$ cat src/rtl/alu_cmd_sequencer.sv
// Command sequencer for an external registered ALU: queues commands, issues them with response-FIFO credit,
// and returns results in order. Define ALU_SEQ_STATUS_EN to add saturating issue / illegal-opcode counters.
module alu_cmd_sequencer #(
    parameter int CMD_DEPTH = 4,
    parameter int RSP_DEPTH = 4
) (
    input  logic        clk,
    input  logic        reset,
    input  logic        cmd_valid,
    output logic        cmd_ready,
    input  logic [7:0]  cmd_a,
    input  logic [7:0]  cmd_b,
    input  logic [3:0]  cmd_sel,
    output logic [7:0]  alu_a,
    output logic [7:0]  alu_b,
    output logic [3:0]  alu_sel,
    input  logic [7:0]  alu_result,
    input  logic        alu_carry,
    output logic        rsp_valid,
    input  logic        rsp_ready,
    output logic [7:0]  rsp_result,
    output logic        rsp_carry,
    output logic        rsp_err
`ifdef ALU_SEQ_STATUS_EN
    ,
    output logic [15:0] stat_issued,
    output logic [15:0] stat_err
`endif
);

    localparam int CPW = $clog2(CMD_DEPTH);
    localparam int RPW = $clog2(RSP_DEPTH);
    localparam logic [3:0] SEL_LAST_LEGAL = 4'b1000;

    // Illegal opcodes never expose whatever the ALU produced for them.
    function automatic logic [9:0] pack_rsp(input logic [7:0] result, input logic carry,
                                            input logic err);
        return err ? {8'h00, 1'b0, 1'b1} : {result, carry, 1'b0};
    endfunction

    logic [CPW:0]   cmd_wptr;
    logic [CPW:0]   cmd_rptr;
    logic [7:0]     cmd_a_mem   [CMD_DEPTH];
    logic [7:0]     cmd_b_mem   [CMD_DEPTH];
    logic [3:0]     cmd_sel_mem [CMD_DEPTH];
    logic           cmd_empty;
    logic           cmd_full;
    logic           cmd_push;
    logic [7:0]     head_a;
    logic [7:0]     head_b;
    logic [3:0]     head_sel;
    logic           head_illegal;

    logic [RPW:0]   rsp_wptr;
    logic [RPW:0]   rsp_rptr;
    logic [RPW:0]   rsp_count;
    logic [9:0]     rsp_mem [RSP_DEPTH];
    logic [9:0]     rsp_head;
    logic           rsp_empty;
    logic           rsp_push;
    logic           rsp_pop;

    logic           vld_p1;
    logic           err_p1;
    logic           vld_p2;
    logic           err_p2;
    logic [1:0]     inflight;
    logic [RPW+1:0] occupancy;
    logic           issue;

    assign cmd_empty    = (cmd_wptr == cmd_rptr);
    assign cmd_full     = (cmd_wptr[CPW] != cmd_rptr[CPW]) &&
                          (cmd_wptr[CPW-1:0] == cmd_rptr[CPW-1:0]);
    assign cmd_ready    = !reset && !cmd_full;
    assign cmd_push     = cmd_valid && cmd_ready;
    assign head_a       = cmd_a_mem[cmd_rptr[CPW-1:0]];
    assign head_b       = cmd_b_mem[cmd_rptr[CPW-1:0]];
    assign head_sel     = cmd_sel_mem[cmd_rptr[CPW-1:0]];
    assign head_illegal = (head_sel > SEL_LAST_LEGAL);

    // Credit counts queued responses plus those still in the ALU; a same-edge pop is not credited.
    assign rsp_count = rsp_wptr - rsp_rptr;
    assign inflight  = {1'b0, vld_p1} + {1'b0, vld_p2};
    assign occupancy = {1'b0, rsp_count} + {{RPW{1'b0}}, inflight};
    assign issue     = !cmd_empty && (occupancy < (RPW+2)'(RSP_DEPTH));

    // Stage p0: command FIFO
    always_ff @(posedge clk) begin
        if (reset) begin
            cmd_wptr <= '0;
            cmd_rptr <= '0;
        end else begin
            if (cmd_push) begin
                cmd_wptr <= cmd_wptr + (CPW+1)'(1);
            end
            if (issue) begin
                cmd_rptr <= cmd_rptr + (CPW+1)'(1);
            end
        end
    end

    always_ff @(posedge clk) begin
        if (cmd_push) begin
            cmd_a_mem[cmd_wptr[CPW-1:0]]   <= cmd_a;
            cmd_b_mem[cmd_wptr[CPW-1:0]]   <= cmd_b;
            cmd_sel_mem[cmd_wptr[CPW-1:0]] <= cmd_sel;
        end
    end

    // Stage p1: operands registered toward the ALU, held between issues
    always_ff @(posedge clk) begin
        if (reset) begin
            alu_a   <= 8'h00;
            alu_b   <= 8'h00;
            alu_sel <= 4'b0000;
            vld_p1  <= 1'b0;
            err_p1  <= 1'b0;
        end else begin
            vld_p1 <= issue;
            if (issue) begin
                alu_a   <= head_a;
                alu_b   <= head_b;
                alu_sel <= head_sel;
                err_p1  <= head_illegal;
            end
        end
    end

    // Stage p2: ALU has registered its result; capture on the following edge
    always_ff @(posedge clk) begin
        if (reset) begin
            vld_p2 <= 1'b0;
            err_p2 <= 1'b0;
        end else begin
            vld_p2 <= vld_p1;
            err_p2 <= err_p1;
        end
    end

    assign rsp_push  = vld_p2;
    assign rsp_empty = (rsp_wptr == rsp_rptr);
    assign rsp_valid = !rsp_empty;
    assign rsp_pop   = rsp_valid && rsp_ready;
    assign rsp_head  = rsp_mem[rsp_rptr[RPW-1:0]];

    // Response FIFO: credit check above guarantees a push never meets a full FIFO
    always_ff @(posedge clk) begin
        if (reset) begin
            rsp_wptr <= '0;
            rsp_rptr <= '0;
        end else begin
            if (rsp_push) begin
                rsp_wptr <= rsp_wptr + (RPW+1)'(1);
            end
            if (rsp_pop) begin
                rsp_rptr <= rsp_rptr + (RPW+1)'(1);
            end
        end
    end

    always_ff @(posedge clk) begin
        if (rsp_push) begin
            rsp_mem[rsp_wptr[RPW-1:0]] <= pack_rsp(alu_result, alu_carry, err_p2);
        end
    end

    // Storage is not cleared, so the outputs read zero whenever nothing is queued.
    assign {rsp_result, rsp_carry, rsp_err} = rsp_valid ? rsp_head : 10'h000;

`ifdef ALU_SEQ_STATUS_EN
    function automatic logic [15:0] sat_inc16(input logic [15:0] v);
        return (v == 16'hFFFF) ? v : v + 16'd1;
    endfunction

    always_ff @(posedge clk) begin
        if (reset) begin
            stat_issued <= 16'h0000;
            stat_err    <= 16'h0000;
        end else if (issue) begin
            stat_issued <= sat_inc16(stat_issued);
            if (head_illegal) begin
                stat_err <= sat_inc16(stat_err);
            end
        end
    end
`endif

endmodule

$ cat config.mk
export PLATFORM = sky130hd
export DESIGN_NAME = alu_cmd_sequencer
export DESIGN_NICKNAME = d
export VERILOG_FILES = /design/src/rtl/alu_cmd_sequencer.sv
export SDC_FILE = /design/constraint.sdc
export NUM_CORES = 1
export LEC_CHECK = 0
export ABC_AREA = 1
export CAP_MARGIN = 20
export CORE_MARGIN = 2
export CORE_UTILIZATION = 55
export DETAILED_ROUTE_END_ITERATION = 8
export PLACE_DENSITY = 0.77
export REMOVE_ABC_BUFFERS = 1
export SYNTH_ARGS = -nofsm -noshare
export SYNTH_HDL_FRONTEND = slang
export SYNTH_SLANG_ARGS = --single-unit
export TNS_END_PERCENT = 50
$ cat constraint.sdc
create_clock -name clk -period 2.7 [get_ports clk]
set_input_delay 0.405 -clock clk [delete_from_list [all_inputs] [get_ports clk]]
set_output_delay 0.405 -clock clk [all_outputs]
set_load 0.005 [all_outputs]
==> results of run 1 <==
cell families after synthesis:
| family | count (synthesis) | synth area share |
|---|---|---|
| adders and majority gates | 14 | 0.0271 |
| AOI/OAI and AO/OA | 49 | 0.0366 |
| buffers and inverters | 108 | 0.0670 |
| DFF | 160 | 0.653 |
| xor gates and xnor gates | 2 | 0.00260 |
| and+or+nand+nor | 344 | 0.214 |
Yosys cell counts:
cell and count:
o22ai_1 1, nand3b_1 18, dfxtp_1 40, ha_1 13
fa_1 1, inv_2 3, nand3_1 32, buf_2 13
nand2_1 183, inv_4 1, nor2_4 1, nand2_2 2
inv_1 75, or2_2 1, nand3b_4 1, clkinv_1 2
nand2_4 1, clkbuf_1 9, a21oi_1 20, o21ai_1 1
buf_1 1, buf_6 3, nand4_1 1, xor2_1 2
inv_6 1, o21ai_0 27, nor2_1 104, edfxtp_1 120
timing repair:
item                                    4_1_cts  5_1_grt
hold endpoints to repair                      0        0
cloned                                        0        2
endpoints found under the setup margin       10       11
setup buffers                                 1        1
resized for setup                             3       20
power by group:
group	internal, mW	switching [mW]	total, mW
Clock	1.45	0.939	2.39
Combinational	1.23	1.73	2.96
Sequential	2.96	0.215	3.17
Total	5.64	2.88	8.52
per-layer routing:
layer / up-vias / global-route usage
li1: 2323 / -
met1: 2181 / 0.236
met2: 156 / 0.380
met3: 15 / 0.0614
met4: 0 / 0.108
met5: - / 0
state kept, by name (all words and copies together), names as in the netlist, 3 cells and up, named ones only:
name         flops
cmd_wptr         3
rsp_mem         40
cmd_b_mem       32
rsp_wptr         3
cmd_rptr         3
alu_b            8
cmd_a_mem       32
alu_sel          4
rsp_rptr         3
alu_a            8
cmd_sel_mem     16
worst paths after layout:
path	start	end
setup / recovery	rsp_rptr[1]	rsp_result[7]
hold / removal	vld_p1	rsp_push
setup reg to reg	rsp_wptr[1]	cmd_rptr[1]
hold reg to reg	vld_p1	rsp_push
cell type report:
cell class	instances	area [um^2]	share of cell area
Tap cell	147	184	0.0224
Timing Repair Buffer	77	759	0.0926
Clock buffer	18	429	0.0523
Sequential cell	160	4410	0.538
Timing Repair inverter	2	13.8	0.00168
Multi-Input combinational cell	409	1910	0.233
Clock inverter	14	165	0.0201
Inverter	82	324	0.0395
per-stage QoR:
| stage | cells | hold WS [ns] |
|---|---|---|
| after floorplan | 651 | 0.400 |
| after global placement | 873 | 0.419 |
| after detailed placement | 873 | 0.424 |
| after CTS | 906 | 0.440 |
| after global routing | 909 | 0.456 |
| final | 909 | 0.435 |
worst max-delay path: stages (launching register included):
cell and delay (ns):
dfxtp_2 0.35, inv_1 0.07, ha_1 0.28, nand2_1 0.05
nand3b_1 0.21, buf_6 0.15, inv_4 0.05, a21oi_2 0.09
clkdlybuf4s50_1 0.50
==> flow_summary.toml, run 1 <==
[global_route]
grt_overflow = 0
grt_start_max_net_pins = 36
grt.total_usage = 0.214
grt_first_pass_wirelength_mm = 21.3
antenna_found_initial = 0
grt_pass1_vias = 4649

[detailed_routing]
via_per_inst = 5.14
first_pass_iters = 4
ant_nets = 0
drt-initial-drc-count = 449
wl_met1_mm = 5.30
wl_met3_um = 936
highest_layer = "met4"
wl_met2_mm = 7.06
routed_wl_mm = 13.5
post-route-drc-count = 0
vias = 4675
post_drt_wl_per_cell_um = 14.8

[worst_hold_path]
holdPathStages = 2
hold_class = "register to register"

[synth]
syn_inst = 677
netlist.area_leader.share = 0.534
ys_ff_latch = 160
yosys.area.top_type = "edfxtp_1"
avgSynthCellArea_um2 = 9.96
synth_area_leaders = "edfxtp_1 (53%), dfxtp_1 (12%), nand2_1 (10%)"
ys_seq_area_frac = 0.653
ys.warnings.count = 0
synth_cell_types = 28
netlist_area_mm2 = 0.00674

[worst_setup_path]
critPathArrivalTime_ns = 2.18
cp-start-kind = "register"
path_class = "register to output port"
cp_data_required_time_ns = 2.30
regToRegSetupSlack_ns = 0.47
r2r_cells = 10
end_kind = "output port"
critPathMaxFanout = 5

[floorplanning]
die_area_mm2 = 0.0132
rows = 40
io_pins = 65
fp.dieW_um = 115
initial_core_util = 0.561
core_area_mm2 = 0.0120
die_y_um = 115

[power_and_ir_drop]
cellPowerDensity_mw_per_mm2 = 1040
ir_worst_vdd_mv = 0.809
p_leak_nw = 3.52
total_power_mw = 8.52

[placed_design]
io_buffers = 64
dp_slack_ns = 0.167
placed_area_mm2 = 0.00751
hpwlAfterDp_mm = 8.40
routabilityCongestion = 0.806

[cts]
root_buffer = "clkbuf_16"
cts.hold.buffers_added = 0
cts.htree.levels = 4
cts_tree = "built"
cts_buffers = 17
path_clk_slew_ns = 0.06
cts_buffer_depth = 2
cts_num_sinks = 160
clock_latency_ns = 0.43

[final_layout]
mostFrequentLayoutCells = "nand2_1 (183), edfxtp_1 (120), nor2_1 (104)"
drive_gt1_frac = 0.0866
fill_cells = 894
num_antenna_cells = 0
finalInstanceArea_mm2 = 0.00820
post-route-util = 0.683
nets = 796
syn_to_final_growth_pct = 21.6
layout_commonest_cell = "nand2_1"

[timing]
final.setup.tns_ns = 0
drv_slew = 0
finalCritPeriodShare = 0.958
fin_skew_ns = 0.0126
worst_slew_pin_slew_ns = 0.522
slew_headroom = 0.652
layout_setup_ws_ns = 0.113
rsz0062_at_grt = "no"
min_period_ns = 2.59
setup_violations = 0
fmax_mhz = 387
hold_viol_final = 0

[run]
maxCapViolCount = 0

[outcome]
status = "completed"
Power figures use the tool's default switching activity.
==> run 2: changes to the inputs <==
- SETUP_SLACK_MARGIN: not set -> 0.3
==> run 2 against run 1 <==
Net effect: first-iteration DRC count increased by 6.2%; highest routed layer unchanged; via count increased by 1.1%; routed wire length is 1.2% higher; non-clock buffer count rose by 8; count of clock-buffer cells in the layout is the same; register-to-register slack better by 0.04 ns; critical path depth rose by 2; clock power barely moved; core utilization up 0.73 points; cell count grew 0.88%; maximum frequency is 7.3% higher; power is 2.6% higher.
==> flow_summary.toml, run 2 (same netlist as run 1, synthesis figures left out) <==
[power_and_ir_drop]
p_leak_nw = 3.53
ir_worst_vdd_mv = 0.810
cellPowerDensity_mw_per_mm2 = 1050
total_power_mw = 8.74

[worst_hold_path]
hold_class = "register to register"

[final_layout]
syn_to_final_growth_pct = 22.9
largest_reg_flops = 40
nets = 804
num_antenna_cells = 0
post-route-util = 0.690
drive_gt1_frac = 0.110
mostFrequentLayoutCells = "nand2_1 (183), edfxtp_1 (120), nor2_1 (104)"
layout_commonest_cell = "nand2_1"
finalInstanceArea_mm2 = 0.00829
fin_cells = 917

[timing]
min_period_ns = 2.41
setup_violations = 0
worst_slew_pin_slew_ns = 0.520
hold_viol_final = 0
fmax_mhz = 415
layout_setup_ws_ns = 0.289
slew_headroom = 0.653
rsz0062_at_grt = "yes"
fin_skew_ns = 0.0120
hold_ws_ns = 0.435
finalCritPeriodShare = 0.893
drv_slew = 0
final.setup.tns_ns = 0

[detailed_routing]
first_pass_iters = 5
drt-initial-drc-count = 477
post-route-drc-count = 0
post_drt_wl_per_cell_um = 14.9
vias = 4726
routed_wl_mm = 13.6
via_per_inst = 5.15
ant_nets = 0

[worst_setup_path]
critPathArrivalTime_ns = 2.01
crit_family = "buffers and inverters"
cp-start-kind = "register"
max_stage_delay_ns = 0.35
worstPathCellList = "inv_4 -> ha_4 -> nand2_1 -> nand3b_1 -> buf_6 -> inv_8 -> buf_12 -> buf_4 -> a21oi_2 -> dlygate4sd2_1"
critPathSlowestCell = "dfxtp_2"
critPathBufInv = 6
path_class = "register to output port"
end_kind = "output port"
cp_data_required_time_ns = 2.30
critPathMaxFanout = 5

[placed_design]
dp.cells = 873
placed_area_mm2 = 0.00751
routabilityCongestion = 0.806
hpwlAfterDp_mm = 8.40
io_buffers = 64
dp_slack_ns = 0.167

[cts]
clock_latency_ns = 0.42
cts_buffers = 17
cts.hold.buffers_added = 0
cts_buffer_depth = 2
root_buffer = "clkbuf_16"
cts_tree = "built"
cts_num_sinks = 160
cts.htree.levels = 4
path_clk_slew_ns = 0.06

[outcome]
status = "completed"

[floorplanning]
core_area_mm2 = 0.0120
die_y_um = 115
rows = 40
io_pins = 65
initial_core_util = 0.561
die_area_mm2 = 0.0132
fp.dieW_um = 115

[global_route]
grt.total_usage = 0.221
grt_first_pass_wirelength_mm = 21.8
grt_start_max_net_pins = 36
grt_pass1_vias = 4703
grt_overflow = 0
antenna_found_initial = 0

[run]
maxCapViolCount = 0
==> run 2: report_power, final <==
part / total [mW] / leakage [nW] / switching, mW / internal [mW]
clock network: 2.38 / 0.283 / 0.928 / 1.45
logic: 3.18 / 1.82 / 1.82 / 1.36
registers: 3.18 / 1.42 / 0.217 / 2.97
total: 8.74 / 3.53 / 2.96 / 5.78
==> run 2: repair_timing <==
action                                  CTS  global route
cloned                                    2             0
pin swaps                                 1             0
buffers inserted                          8             2
resized for setup                        32            12
endpoints found under the setup margin   12            12
==> run 2: worst reg2reg max path, cell delays in order (launching register included) <==
cell and delay, ns:
dfxtp_2 0.39, inv_1 0.12, fa_1 0.56, inv_1 0.05
nand2_1 0.06, nand2_1 0.08, nor2_4 0.30, nand2_4 0.17
inv_6 0.19, nor2_1 0.06, nor2_1 0.13
==> run 2: cell type report <==
cell class | instances | area [um^2]
clock buffers | 18 | 429
clock inverters | 14 | 165
fillers | 881 | 3720
inverters | 82 | 333
multi-input cells | 409 | 1940
flip-flops and latches | 160 | 4410
well taps | 147 | 184
repair buffers | 85 | 806
repair inverters | 2 | 13.8
==> run 2: metal layers <==
metal | track usage | share of wire
met1 | 0.246 | 0.40
met2 | 0.388 | 0.52
met3 | 0.0619 | 0.055
met4 | 0.116 | 0.021
met5 | 0 | 0
==> run 2: worst paths after layout <==
kind | startpoint | depth (start not counted) | end | slack, ns
max | rsp_wptr[0] | 10 | rsp_err | 0.29
min | vld_p1 | 2 | rsp_push | 0.43
max reg2reg | rsp_wptr[1] | 10 | cmd_rptr[1] | 0.51
min reg2reg | vld_p1 | 2 | rsp_push | 0.43
